`config.mk`:
```
export PLATFORM = sky130hd
export DESIGN_NAME = axi_lite_mem_reader
export DESIGN_NICKNAME = d
export VERILOG_FILES = /design/src/rtl/axi_mem_reader_pkg.sv /design/src/rtl/axi_lite_mem_reader.sv
export SDC_FILE = /design/constraint.sdc
export NUM_CORES = 1
export LEC_CHECK = 0
export BUFFER_PORTS_ARGS = -buffer_cell sky130_fd_sc_hd__buf_2
export CAP_MARGIN = 30
export CORE_MARGIN = 2
export CORE_UTILIZATION = 50
export CTS_CLUSTER_SIZE = 28
export DETAILED_ROUTE_END_ITERATION = 7
export GPL_TIMING_DRIVEN = 0
export PLACE_DENSITY = 0.79
export SYNTH_ARGS = -nofsm -noshare
export SYNTH_HDL_FRONTEND = slang
export SYNTH_SLANG_ARGS = --single-unit
```
`constraint.sdc`:
```
create_clock -name clk -period 4.4 [get_ports clk]
set_clock_uncertainty 0.05 [all_clocks]
set_input_delay 0.88 -clock clk [delete_from_list [all_inputs] [get_ports clk]]
set_output_delay 0.88 -clock clk [all_outputs]
set_load 0.03 [all_outputs]
```
`src/rtl/axi_mem_reader_pkg.sv`:
```
// Shared types and constants for the AXI-Lite memory reader.
package axi_mem_reader_pkg;

  localparam int unsigned WORD_BYTES = 4;

  typedef enum logic [2:0] {
    IDLE = 3'd0,
    AR   = 3'd1,
    R    = 3'd2,
    OUT  = 3'd3,
    DONE = 3'd4
  } state_t;

endpackage

```
`src/rtl/axi_lite_mem_reader.sv`:
```
// AXI-Lite read master: walks a word range, one outstanding read, streams each word out.
// Optional running checksum of streamed words when MEM_READER_CHECKSUM_EN is defined.
module axi_lite_mem_reader
  import axi_mem_reader_pkg::*;
#(
  parameter int unsigned ADDR_W = 32,
  parameter int unsigned DATA_W = 32,
  parameter int unsigned CNT_W  = 16
) (
  input  logic              clk,
  input  logic              rst,
  input  logic              start,
  input  logic [ADDR_W-1:0] base_addr,
  input  logic [CNT_W-1:0]  word_count,
  output logic              busy,
  output logic              done,
  output logic [ADDR_W-1:0] m_axi_araddr,
  output logic              m_axi_arvalid,
  input  logic              m_axi_arready,
  input  logic [DATA_W-1:0] m_axi_rdata,
  input  logic              m_axi_rvalid,
  output logic              m_axi_rready,
  output logic [DATA_W-1:0] out_data,
  output logic [ADDR_W-1:0] out_addr,
  output logic              out_last,
  output logic              out_valid,
  input  logic              out_ready
`ifdef MEM_READER_CHECKSUM_EN
  ,
  output logic [DATA_W-1:0] checksum
`endif
);

  localparam logic [ADDR_W-1:0] ALIGN_MASK = ~ADDR_W'(WORD_BYTES - 1);
  localparam logic [ADDR_W-1:0] ADDR_STEP  = ADDR_W'(WORD_BYTES);
  localparam logic [CNT_W-1:0]  CNT_ONE    = CNT_W'(1);

  state_t            state;
  logic [ADDR_W-1:0] addr;
  logic [CNT_W-1:0]  remaining;

  // The address register is only updated outside AR, so araddr is stable while arvalid is high.
  assign m_axi_araddr = addr;

  always_ff @(posedge clk or posedge rst) begin
    if (rst) begin
      state         <= IDLE;
      addr          <= '0;
      remaining     <= '0;
      busy          <= 1'b0;
      done          <= 1'b0;
      m_axi_arvalid <= 1'b0;
      m_axi_rready  <= 1'b0;
      out_data      <= '0;
      out_addr      <= '0;
      out_last      <= 1'b0;
      out_valid     <= 1'b0;
`ifdef MEM_READER_CHECKSUM_EN
      checksum      <= '0;
`endif
    end else begin
      done <= 1'b0;
      case (state)
        IDLE: begin
          if (start) begin
            busy <= 1'b1;
`ifdef MEM_READER_CHECKSUM_EN
            checksum <= '0;
`endif
            if (word_count != '0) begin
              addr          <= base_addr & ALIGN_MASK;
              remaining     <= word_count;
              m_axi_arvalid <= 1'b1;
              state         <= AR;
            end else begin
              state <= DONE;
            end
          end
        end

        AR: begin
          if (m_axi_arready) begin
            m_axi_arvalid <= 1'b0;
            m_axi_rready  <= 1'b1;
            state         <= R;
          end
        end

        R: begin
          if (m_axi_rvalid) begin
            m_axi_rready <= 1'b0;
            out_data     <= m_axi_rdata;
            out_addr     <= addr;
            out_last     <= (remaining == CNT_ONE);
            out_valid    <= 1'b1;
            state        <= OUT;
          end
        end

        OUT: begin
          if (out_ready) begin
            out_valid <= 1'b0;
            out_last  <= 1'b0;
            remaining <= remaining - CNT_ONE;
            addr      <= addr + ADDR_STEP;
`ifdef MEM_READER_CHECKSUM_EN
            checksum  <= checksum + out_data;
`endif
            if (remaining == CNT_ONE) begin
              state <= DONE;
            end else begin
              m_axi_arvalid <= 1'b1;
              state         <= AR;
            end
          end
        end

        // done is registered here, so it pulses in the cycle that busy falls
        DONE: begin
          busy  <= 1'b0;
          done  <= 1'b1;
          state <= IDLE;
        end

        default: state <= IDLE;
      endcase
    end
  end

endmodule
```
Yosys cells after proc, flatten, opt, wreduce, memory -nomap -nowiden
Cells that the tools add are included.
{ "totals": {"regBits": 121, "input_bits": 86, "output_inout_bits": 102, "wordCells": 70} }
{ "op_classes": {"add_sub_neg": 2, "n_eq_ne": 11, "n_mux": 32, "n_reduce_logical": 14} }
{ "ops": {"columns": ["op", "count"], "rows": [
  ["$mux W32", 3],
  ["$pmux W32 S2", 1],
  ["$mux W16", 3],
  ["$add A32 B3 Y32 const B", 1],
  ["$pmux W16 S2", 1],
  ["$mux W3", 6],
  ["$eq A16 B1 Y1 const B", 1],
  ["$reduce_bool A16 Y1", 1],
  ["$sub A16 B1 Y16 const B", 1],
  ["$mux W1", 12],
  ["$ne A2 B2 Y1 const B", 6],
  ["$pmux W3 S4", 1],
  ["$pmux W1 S2", 4],
  ["$reduce_and A4 Y1", 2],
  ["$reduce_bool A2 Y1", 4],
  ["$eq A3 B2 Y1 const B", 2],
  ["$reduce_and A3 Y1", 2],
  ["$reduce_and A6 Y1", 1],
  ["$reduce_and A2 Y1", 2],
  ["$eq A3 B1 Y1 const B", 1],
  ["$eq A3 B3 Y1 const B", 1],
  ["$logic_not A3 Y1", 1],
  ["$pmux W1 S3", 1],
  ["$reduce_bool A3 Y1", 1]
]} }

Logic depth before layout (Yosys ltp)
Gate-level depths: netlist (run 1).
{ "logic_depth": {"ltp_word": 4, "mapped_depth": 8} }

Worst setup path before layout (run 1)
No wires, ideal clock.
{ "synth_timing": {"path_type": "in2reg", "startpoint": "input port word_count[6]", "endpoint": "register addr[22], in the netlist m_axi_araddr[22]", "setup_ps": 137, "arrival_time_ps": 2129, "required_ps": 4213, "setup_slack_ps": 2084, "path_stages": 7, "n_path_buf": 2, "cell_sequence": "nor4_1 -> nand4_1 -> a31oi_1 -> buf_2 -> buf_2 -> a21oi_1 -> a2bb2oi_1"} }
{ "synth_via": {"elab_chain_len": 3} }
{ "synth_lines": {"columns": ["element", "line", "source"], "rows": [
  ["start, declared", "axi_lite_mem_reader.sv:14", "input logic [CNT_W-1:0] word_count,"],
  ["$reduce_bool A16 Y1", "axi_lite_mem_reader.sv:70", "if (word_count != '0) begin"],
  ["$ne A2 B2 Y1 (no source line)", null, null],
  ["$reduce_and A4 Y1 (no source line)", null, null],
  ["end signal, assigned", "axi_lite_mem_reader.sv:71", "addr <= base_addr & ALIGN_MASK;"],
  ["end signal, assigned", "axi_lite_mem_reader.sv:105", "addr <= addr + ADDR_STEP;"],
  ["end, declared", "axi_lite_mem_reader.sv:39", "logic [ADDR_W-1:0] addr;"]
]} }
Every way passes these cells.
A chain may end at the register's enable or synchronous reset.

Worst setup path in the final report (run 1)
{ "layout_timing": {"startpoint": "input port word_count[3]", "endpoint": "register addr[23], in the netlist m_axi_araddr[23]"} }
The elaborated chain is that of the path after synthesis.

==> key figures, run 1 <==
Logic synthesis
  • Compound-Gate Fraction of Synth Area: 0.172
  • Top cells by area, synth: dfrtp_1 51%, mux2_2 12%, o21ai_0 4.4%, a21oi_1 3.9%, nor2_1 2.4%
  • Netlist Area Pre-Place: 5720 um^2
  • Share of the synthesized area in the top cell type: 0.511
  • Adder-cell share of the synthesized area: 0.00656
  • Synth Register Bits: around 120
  • Ys Warns: 0
  • Yosys top cell by area: dfrtp_1
  • Count of different cell masters after synthesis: 47
  • Xor/xnor cell area share of the yosys netlist: 0
  • Ys async rst share: 1.00
  • Syn_area_per_cell: 10.4 um^2
  • Syn Inst Count: 550
  • Post-synth EDFFs: 0
  • Post-synthesis simple-gate area fraction: 0.143
  • Largest family of logic cells by synthesized area: compound AO/OA/AOI/OAI gates
  • Seq/Total Area, Yosys: 0.511
  • Mux cell area share after synthesis: 0.128
  • Most used DFF post-synth: dfrtp_1

Setup path
  • Data required, critical path: about 4.6 ns
  • Reg2Reg Setup Slack: ~2 ns
  • Crit path to: m_axi_araddr[23]$_DFFE_PP0P_
  • FF-to-FF Start: state[2]$_DFFE_PP0P_
  • Reg2reg path depth: 6
  • R2R Path End: m_axi_araddr[5]$_DFFE_PP0P_
  • Crit path max fanout: 10
  • Worst Path Arrival: about 2.8 ns
  • Worst Setup Start Kind: input port
  • Worst Setup SP: word_count[3]
  • Setup crit end kind: register
  • CP Class: in2reg

CTS
  • Max clock buf depth: 2
  • Post-CTS setup buffers: 0
  • Total CTS buffers: 17
  • Clk sinks: ~120
  • CTS clk-pin slew, worst paths: approximately 0.050 ns
  • TritonCTS clock tree: built
  • Later-pin clock latency in the skew report: roughly 0.43 ns
  • Hold_buf cts: 0
  • Htree depth: 4
  • Post_cts resized: 0
  • CTS Root Cell: clkbuf_16

STA
  • Worst slew pin tran: about 0.8 ns
  • Shortest period the worst path allows: about 2.6 ns
  • Max-slew violations: 0
  • Max_slew headroom: 0.465
  • Period utilization: 0.583
  • Setup repair after global routing missed its margin: no
  • Fmax: 0.390 GHz
  • Final setup viols: 0
  • Final Hold Vio Count: 0
  • Fin Setup TNS: 0 ns
  • Worst hold slack: 0.444 ns

Placed design
  • IO Port Bufs: about 180
  • Dpl cells: about 880
  • RD Place Congestion: approximately 0.93
  • Cell Area, Placed: a little under 7000 um^2
  • Dpl hpwl: about 12 mm

Global route
  • GR met3 Demand/Resource: 0.0815
  • First-pass GRT wire length: roughly 28 mm
  • Initial antenna violation count: 0
  • GR met1 Demand/Resource: 0.357
  • GRT Overall Usage: 0.290
  • Vias in the first global route: ~5400
  • Largest net degree at the start of global routing: 70
  • Global-route layer with the greatest usage: met2
  • Met2 usage in global routing: 0.481
  • GR Overflow Total: 0

Die
  • Die X: roughly 110 um
  • Initial core utilization: 0.508
  • I/O pins: about 190
  • Core box area: approximately 11000 um^2
  • Die area: about 12000 um^2
  • Die Ht: roughly 110 um
  • Row cnt: 39

Route
  • Violation count after the first detailed-route iteration: between 600 and 700
  • DRC Markers: 0
  • Antenna Nets Post-Route: 0
  • Post-Route WL: about 17 mm
  • Wire length per cell: between 15 and 20 um
  • Vias: 5546
  • Drt first pass iters: 6
  • DR vias/cell: slightly above 6

Run
  • Maximum Capacitance Violations: 0

Pwr
  • Pwr Total: 6.82 mW
  • Pleak: around 3.3 nW
  • Peak supply drop: ~0.0006 V
  • Power per cell area: slightly above 900 nW/um^2

Worst hold path
  • Hold crit path type: in2async

Cells and area
  • Layout cell share with drive strength beyond 1: 0.394
  • Area growth, synth to finish: 30.4%
  • N_diodes: 0
  • Final Non-Filler Cells: between 900 and 1000
  • Post-route cell area: around 7500 um^2
  • # nets final: 843

Run status
  • Status: finished clean
-- worst max-delay path, cell delays in order --
cell and delay [ns]:
buf_2 0.11, nor4_1 0.35, nand4_1 0.28, a31oi_1 0.32
buf_2 0.32, buf_2 0.30, a21oi_1 0.07, a2bb2oi_1 0.16
-- sequential cells by signal (all words and copies together) (netlist names), 3 cells and up --
signal / cells
out_data: 32
out_addr: 30
state: 3
remaining: 16
m_axi_araddr: 30
-- cells by family after synthesis --
family,count (synthesis)
fa+ha+maj,3
other cells,1
flops,117
buf+inv,49
compound gates,161
mux,64
simple gates,155
-- cell usage in the layout, fill, tap and decap left out, types with 5 or more instances in the layout --
| cell type | Yosys | routed |
|---|---|---|
| nor3_1 | 10 | 10 |
| nand4_1 | 17 | 17 |
| o21a_1 | 5 | 5 |
| buf_2 | 16 | 197 |
| dfrtp_1 | 117 | 117 |
| nand3_1 | 24 | 24 |
| inv_1 | 8 | 7 |
| o22a_1 | 6 | 6 |
| nor4_1 | 11 | 11 |
| clkbuf_16 | 0 | 17 |
| clkbuf_1 | 20 | 23 |
| and3_1 | 9 | 9 |
| a2bb2oi_1 | 11 | 11 |
| a21oi_1 | 45 | 45 |
| nand2_1 | 25 | 25 |
| o22ai_1 | 10 | 10 |
| a31oi_1 | 10 | 10 |
| o21ai_0 | 50 | 50 |
| mux2_2 | 62 | 62 |
| nor2_1 | 37 | 37 |
| a22oi_1 | 7 | 7 |
-- where the power goes --
part | total [mW] | switching, mW | leakage [nW] | internal, mW
logic | 3.30 | 2.19 | 1.68 | 1.11
clock network | 1.44 | 0.511 | 0.284 | 0.924
registers | 2.08 | 0.477 | 1.37 | 1.60
total | 6.82 | 3.18 | 3.33 | 3.64
-- layout make-up --
class	count	area [um^2]
plain buffers	40	185
clock inverters	10	146
clock buffers	22	464
well taps	143	179
flip-flops and latches	117	2930
inverters	9	38.8
repair buffers	182	933
multi-input cells	387	2590
fillers	894	3810
-- stage by stage --
stage / util / setup slack (ns)
floorplan: - / 0.369
global placement: 0.605 / -0.896
detailed placement: 0.608 / 1.44
CTS: 0.662 / 1.88
global route: 0.662 / 1.76
finish: 0.662 / 1.83
-- worst min-delay path by stage --
stage	endpoint	slack, ns	startpoint	cells after the start
after global placement	busy$_DFFE_PP0P_	0.43	busy$_DFFE_PP0P_	2
after floorplan	state[1]$_DFFE_PP0P_	0.44	state[2]$_DFFE_PP0P_	1
after global routing	out_data[13]$_DFFE_PP0P_	0.46	out_data[13]$_DFFE_PP0P_	1
final	out_data[24]$_DFFE_PP0P_	0.44	rst	2
after detailed placement	out_data[2]$_DFFE_PP0P_	0.44	out_data[2]$_DFFE_PP0P_	1
after CTS	out_data[20]$_DFFE_PP0P_	0.45	rst	2
-- synth_stat cells (4+ instances only) --
cell,instances
o22ai_1,10
buf_4,4
nand2_1,25
and3_1,9
nor3_1,10
o21ai_0,50
a31oi_1,10
dfrtp_1,117
buf_2,16
a22oi_1,7
o21a_1,5
o22a_1,6
nor4_1,11
nand3_1,24
inv_1,8
nand4_1,17
mux2_2,62
nor2_1,37
a21oi_1,45
a2bb2oi_1,11
clkbuf_1,20
and4_1,4
-- routing by layer --
metal,wire (um),up-vias
met3,1590,41
met5,0,-
li1,-,2465
met1,6700,2694
met2,8680,346
met4,418,0
Note: power is estimated with default switching activity, not from simulation.
==> run 2, diff against run 1 <==
--- a/config.mk
+++ b/config.mk
@@ -8,11 +8,11 @@
 export BUFFER_PORTS_ARGS = -buffer_cell sky130_fd_sc_hd__buf_2
 export CAP_MARGIN = 30
 export CORE_MARGIN = 2
-export CORE_UTILIZATION = 50
+export CORE_UTILIZATION = 46
 export CTS_CLUSTER_SIZE = 28
 export DETAILED_ROUTE_END_ITERATION = 7
 export GPL_TIMING_DRIVEN = 0
-export PLACE_DENSITY = 0.79
+export PLACE_DENSITY = 0.77
 export SYNTH_ARGS = -nofsm -noshare
 export SYNTH_HDL_FRONTEND = slang
 export SYNTH_SLANG_ARGS = --single-unit
==> constraint.sdc (replaced) <==
create_clock -name clk -period 2.31 [get_ports clk]
set_clock_uncertainty 0.05 [all_clocks]
set_input_delay 0.462 -clock clk [delete_from_list [all_inputs] [get_ports clk]]
set_output_delay 0.462 -clock clk [all_outputs]
set_load 0.03 [all_outputs]
==> run 2 against run 1 <==
Effect of this change:
- die area grew 8.4%
- clock power grew 84%
- via count fell by 0.69%
- total power rose by 89%
- worst setup slack got worse by 1.8 ns
- non-clock buffer count up 2
- critical path depth unchanged
- sequential share of layout area shrank 0.36 points
- sequential cell count stayed put
- worst hold slack got worse by 0.39 ns
==> key figures, run 2 (synthesis results as in run 1) <==
STA
  • Shortest period the worst path allows: ~2.3 ns
  • Max_slew headroom: 0.470
  • Period utilization: 0.990
  • Final setup viols: 0
  • Setup repair after global routing missed its margin: yes
  • Final Hold Vio Count: 0
  • Fin Setup TNS: 0 ns
  • Fmax: approximately 0.44 GHz
  • Worst slew pin tran: approximately 0.79 ns
  • Max-slew violations: 0

Global route
  • GRT Overall Usage: 0.264
  • First-pass GRT wire length: around 27 mm
  • GR Overflow Total: 0
  • Vias in the first global route: about 5400
  • Largest net degree at the start of global routing: 45
  • Initial antenna violation count: 0

Setup path
  • Worst Path Arrival: around 2.5 ns
  • Worst Setup SP: word_count[11]
  • Data required, critical path: ~2.6 ns
  • Worst Setup Start Kind: input port
  • Setup crit end kind: register
  • Crit path max fanout: 10
  • CP Cell Sequence: buf_2, nor4_1, nand4_1, a31oi_2, buf_2, buf_2, a21oi_1, a2bb2oi_1
  • FF-to-FF Start: remaining[1]$_DFFE_PP0P_
  • Worst path max stage delay: about 0.48 ns
  • CP Class: in2reg
  • Slowest CP cell: nor4_1
  • Worst path buffer plus inverter count: 3
  • Cell family with most CP delay: simple AND/OR/NAND/NOR gates
  • Crit path top cell by count: buf_2

Route
  • Vias: 5508
  • Wire length per cell: ~19 um
  • Antenna Nets Post-Route: 0
  • Violation count after the first detailed-route iteration: 628
  • DR vias/cell: 5.86
  • Drt first pass iters: 7
  • Post-Route WL: roughly 17 mm
  • DRC Markers: 0

Cells and area
  • Layout cell share with drive strength beyond 1: 0.406
  • Commonest non-fill, non-tap cell in the layout: buf_2
  • Util after Layout: 0.625
  • Area growth, synth to finish: 31.6%
  • Max reg flops: 32
  • Final Non-Filler Cells: between 900 and 1000
  • Reg with most FFs: out_data
  • # nets final: 845
  • Commonest cells after routing, fill and taps aside: 197 x buf_2, 117 x dfrtp_1, 62 x mux2_2, 50 x o21ai_0, 45 x a21oi_1

CTS
  • Later-pin clock latency in the skew report: roughly 0.42 ns
  • CTS Root Cell: clkbuf_16
  • Clk sinks: around 120
  • Htree depth: 4
  • Total CTS buffers: 17
  • CTS clk-pin slew, worst paths: about 0.060 ns
  • Hold_buf cts: 0
  • Max clock buf depth: 2
  • TritonCTS clock tree: built

Die
  • Die X: around 120 um
  • Row cnt: 40
  • Core box area: ~12000 um^2
  • Die area: around 13000 um^2
  • Die Ht: around 120 um
  • I/O pins: between 150 and 200
  • Initial core utilization: 0.475

Placed design
  • IO Port Bufs: 181
  • Dpl cells: 905
  • RD Place Congestion: ~0.92
  • Dpl hpwl: roughly 12 mm

Pwr
  • Pwr Total: ~13 mW
  • Power per cell area: between 1500 and 2000 nW/um^2
  • Pleak: between 3 and 4 nW
  • Peak supply drop: approximately 0.00091 V

Run status
  • Status: finished clean

Worst hold path
  • Hold crit path type: in2async

Run
  • Maximum Capacitance Violations: 0
run 2: cell types whose count changed in the layout (fill, tap and decap cells not counted), moves of 3 or more:
cell / change
clkbuf_2: +7
clkbuf_1: -6
buf_12: +3
clkinv_2: +4
diode_2: +3
clkinvlp_4: -3
inv_6: -3
run 2: final cells by class:
cell class,count,area [um^2]
clock buffers,23,458
plain buffers,39,190
inverters,9,37.5
repair buffers,185,973
fillers,973,4530
flip-flops and latches,117,2930
multi-input cells,387,2600
clock inverters,9,128
diodes,3,7.51
well taps,168,210
run 2: path summary, 6_finish.rpt:
| kind | end | depth (start not counted) | slack (ns) |
|---|---|---|---|
| hold / removal | out_data[24]$_DFFE_PP0P_ | 2 | 0.05 |
| hold reg to reg | out_valid$_DFFE_PP0P_ | 2 | 0.44 |
| min in group clk | out_data[1]$_DFFE_PP0P_ | 2 | 0.22 |
| setup reg to reg | remaining[14]$_DFFE_PP0P_ | 7 | 0.13 |
| max in group asynchronous | out_addr[2]$_DFFE_PP0P_ | 4 | 1.31 |
| setup / recovery | m_axi_araddr[30]$_DFFE_PP0P_ | 8 | 0.02 |
run 2: what timing repair did:
item	4_1_cts	5_1_grt
resized for setup	0	16
setup endpoints to repair	0	82
setup buffers	0	1
run 2: routing by layer:
layer	share of wire	GRT usage
met4	0.033	0.141
met2	0.49	0.421
met5	0	0
met3	0.080	0.0706
met1	0.40	0.331
run 2: power breakdown:
part | total [mW] | switching [mW] | internal [mW]
clock | 2.65 | 0.928 | 1.72
sequential | 3.95 | 0.897 | 3.05
combinational | 6.30 | 4.16 | 2.14
total | 12.9 | 5.99 | 6.91
run 2: through the flow:
| step | hold slack (ns) | cell area [um^2] | setup WS [ns] |
|---|---|---|---|
| finish | 0.0503 | 7530 | 0.0233 |
| global route | 0.0784 | 7530 | -0.00957 |
| CTS | 0.0655 | 7500 | 0.0612 |
| detailed placement | 0.437 | 6920 | -0.363 |
| global placement | 0.430 | 6860 | -0.338 |
| floorplan | 0.441 | 5740 | 0.272 |
==> run 3, diff against run 2 <==
--- a/config.mk
+++ b/config.mk
@@ -5,14 +5,16 @@
 export SDC_FILE = /design/constraint.sdc
 export NUM_CORES = 1
 export LEC_CHECK = 0
+export ABC_AREA = 1
 export BUFFER_PORTS_ARGS = -buffer_cell sky130_fd_sc_hd__buf_2
 export CAP_MARGIN = 30
 export CORE_MARGIN = 2
-export CORE_UTILIZATION = 46
+export CORE_UTILIZATION = 50
 export CTS_CLUSTER_SIZE = 28
 export DETAILED_ROUTE_END_ITERATION = 7
 export GPL_TIMING_DRIVEN = 0
-export PLACE_DENSITY = 0.77
+export PLACE_DENSITY = 0.78
+export SETUP_SLACK_MARGIN = 0.5
 export SYNTH_ARGS = -nofsm -noshare
 export SYNTH_HDL_FRONTEND = slang
 export SYNTH_SLANG_ARGS = --single-unit
==> constraint.sdc (replaced) <==
create_clock -name clk -period 2.4 [get_ports clk]
set_clock_uncertainty 0.05 [all_clocks]
set_input_delay 0.48 -clock clk [delete_from_list [all_inputs] [get_ports clk]]
set_output_delay 0.48 -clock clk [all_outputs]
set_load 0.03 [all_outputs]
==> run 3 against run 2 <==
Effect of this change:
- non-clock buffer count shrank 6
- synthesized area grew 9.0%
- worst hold slack gained 0.12 ns
- synthesized cell count up 53%
- largest power group unchanged
- total power increased by 0.91%
- critical endpoint is now out_data[14]$_DFFE_PP0P_
- worst setup slack gained 0.56 ns
- critical path depth fell by 1
- design area grew 8.4%
- combinational power grew 2%
- clock power up 10%
- highest routed layer unchanged
- sequential cell count unchanged
- global-route usage up 1.4 points
==> key figures, run 3 <==
Run status
  • Status: finished clean

CTS
  • Max clock buf depth: 2
  • CTS Root Cell: clkbuf_16
  • Total CTS buffers: 17
  • TritonCTS clock tree: built
  • Clk sinks: about 120
  • Later-pin clock latency in the skew report: approximately 0.43 ns
  • CTS clk-pin slew, worst paths: ~0.05 ns
  • Htree depth: 4
  • Hold_buf cts: 0

Global route
  • GR Overflow Total: 0
  • First-pass GRT wire length: roughly 28 mm
  • Vias in the first global route: around 5900
  • Largest net degree at the start of global routing: 44
  • Initial antenna violation count: 0
  • GRT Overall Usage: 0.279

STA
  • Setup repair after global routing missed its margin: yes
  • Final setup viols: 0
  • Fin Setup TNS: 0 ns
  • Max-slew violations: 0
  • Period utilization: 0.755
  • Max_slew headroom: 0.433
  • Shortest period the worst path allows: between 1.5 and 2 ns
  • Final Hold Vio Count: 0
  • Worst setup margin: 0.588 ns
  • Worst slew pin tran: 0.849 ns
  • Worst hold slack: about 0.17 ns
  • Fmax: 0.552 GHz

Pwr
  • Peak supply drop: roughly 0.00060 V
  • Pleak: around 4.3 nW
  • Power per cell area: about 1600 nW/um^2

Die
  • Core box area: 12100 um^2
  • Die X: approximately 120 um
  • Initial core utilization: 0.515
  • Die area: ~13000 um^2
  • Die Ht: 116 um
  • I/O pins: roughly 190
  • Row cnt: 40

Logic synthesis
  • Synth Register Bits: 117
  • Ys Warns: 0
  • Post-synth EDFFs: 0
  • Ys async rst share: 1.00
  • Syn Inst Count: ~840
  • Count of different cell masters after synthesis: 29
  • Most used DFF post-synth: dfrtp_1
  • Top cells by count, synth: 311 x nand2_1, 117 x dfrtp_1, 98 x nor2_1
  • Seq/Total Area, Yosys: 0.469
  • Netlist Area Pre-Place: 6240 um^2
  • Most numerous cell in the Yosys netlist: nand2_1
  • Syn_area_per_cell: approximately 7.4 um^2
  • Yosys top cell by area: dfrtp_1
  • Share of the synthesized area in the top cell type: 0.469
  • Top cells by area, synth: dfrtp_1 47%, nand2_1 19%, o21ai_0 6.2%, nor2_1 5.9%, mux2_2 5.8%

Setup path
  • Crit path max fanout: 10
  • Worst path buffer plus inverter count: 3
  • Setup crit end kind: register
  • Cell family with most CP delay: buffers and inverters
  • Worst path max stage delay: approximately 0.39 ns
  • Slowest CP cell: dfrtp_1
  • CP Cell Sequence: inv_2, nand2_2, nor2_2, nand2_1, clkbuf_4, buf_2, mux2_2
  • CP Class: reg2reg
  • Worst Path Arrival: 2.07 ns
  • Data required, critical path: approximately 2.7 ns
  • Worst Setup Start Kind: register

Route
  • DRC Markers: 0
  • Vias: 6365
  • Post-Route WL: ~18 mm
  • DR vias/cell: 5.17
  • Antenna Nets Post-Route: 0
  • Wire length per cell: around 15 um
  • Violation count after the first detailed-route iteration: 427
  • Drt first pass iters: 5

Cells and area
  • Layout cell share with drive strength beyond 1: 0.281
  • N_diodes: 0
  • Fill cell count: 1049
  • Area growth, synth to finish: 30.8%
  • # nets final: 1139
  • Post-route cell area: around 8200 um^2
  • Commonest non-fill, non-tap cell in the layout: nand2_1
  • Max reg flops: 32
  • Commonest cells after routing, fill and taps aside: 309 x nand2_1, 191 x buf_2, 117 x dfrtp_1, 92 x nor2_1, 77 x o21ai_0
  • Final Non-Filler Cells: between 1000 and 1500
  • Reg with most FFs: out_data

Worst hold path
  • Hold crit path type: in2async

Placed design
  • Dpl hpwl: between 10 and 15 mm
  • Dpl cells: about 1200
  • Dpl ws: around 0.4 ns
  • RD Place Congestion: 0.934
  • Cell Area, Placed: roughly 7400 um^2
  • IO Port Bufs: about 180

Run
  • Maximum Capacitance Violations: 0
[run 3: final timing paths]
path	from	to	slack [ns]	cells after the start
setup / recovery	state[2]$_DFFE_PP0P_	out_data[14]$_DFFE_PP0P_	0.59	7
hold / removal	rst	out_data[18]$_DFFE_PP0P_	0.17	2
setup reg to reg	state[2]$_DFFE_PP0P_	out_data[14]$_DFFE_PP0P_	0.59	7
hold reg to reg	out_last$_DFFE_PP0P_	out_last$_DFFE_PP0P_	0.42	2
max in group asynchronous	rst	out_last$_DFFE_PP0P_	1.44	3
min in group clk	m_axi_rdata[8]	out_data[8]$_DFFE_PP0P_	0.24	2
[run 3: layout make-up]
| class | instances | area, um^2 | area share |
|---|---|---|---|
| Buffer | 33 | 191 | 0.0234 |
| Clock inverter | 12 | 224 | 0.0274 |
| Inverter | 74 | 282 | 0.0345 |
| Sequential cell | 117 | 2930 | 0.358 |
| Tap cell | 168 | 210 | 0.0257 |
| Timing Repair Buffer | 185 | 961 | 0.118 |
| Multi-Input combinational cell | 622 | 2920 | 0.357 |
| Clock buffer | 20 | 457 | 0.0559 |
[run 3: layer usage]
| metal | track usage | vias up | share of wire |
|---|---|---|---|
| met5 | 0 | - | 0 |
| met4 | 0.110 | 0 | 0.021 |
| met3 | 0.0664 | 35 | 0.084 |
| met2 | 0.462 | 284 | 0.48 |
| met1 | 0.355 | 2968 | 0.41 |
| li1 | - | 3078 | - |
[run 3: kinds of logic (layout without fill, tap and decap cells)]
| group | after synthesis | after routing | synth area share |
|---|---|---|---|
| other | 1 | 4 | 0.000601 |
| flip-flops | 117 | 117 | 0.469 |
| adder cells (fa/ha/maj) | 3 | 3 | 0.00601 |
| buffers and inverters | 107 | 324 | 0.0724 |
| AND/OR/NAND/NOR | 487 | 488 | 0.313 |
| multiplexers | 32 | 32 | 0.0577 |
| XOR/XNOR | 4 | 4 | 0.00561 |
| AO/OA/AOI/OAI | 91 | 91 | 0.0756 |
[run 3: worst register-to-register path, stage by stage (launching register included)]
cell and delay, ns:
dfrtp_1 0.39, inv_2 0.08, nand2_2 0.11, nor2_2 0.06
nand2_1 0.12, clkbuf_4 0.25, buf_2 0.27, mux2_2 0.37
[run 3: through the flow]
stage                     utilization  power [mW]
after global routing            0.674        13.9
after CTS                       0.669        12.9
after detailed placement        0.612        9.95
after floorplan                     -        8.01
final                           0.674        13.0
after global placement          0.609        9.82
[run 3: repair_timing]
action                     CTS  global route
gates resized for setup      1            25
gates cloned                 0             1
pin swaps                    0             2
setup endpoints to repair    2            67
hold endpoints to repair     0             0
buffers inserted             0             2
[run 3: power breakdown]
group	switching [mW]	internal (mW)
clock	0.921	2.00
sequential	0.771	2.92
combinational	4.43	1.97
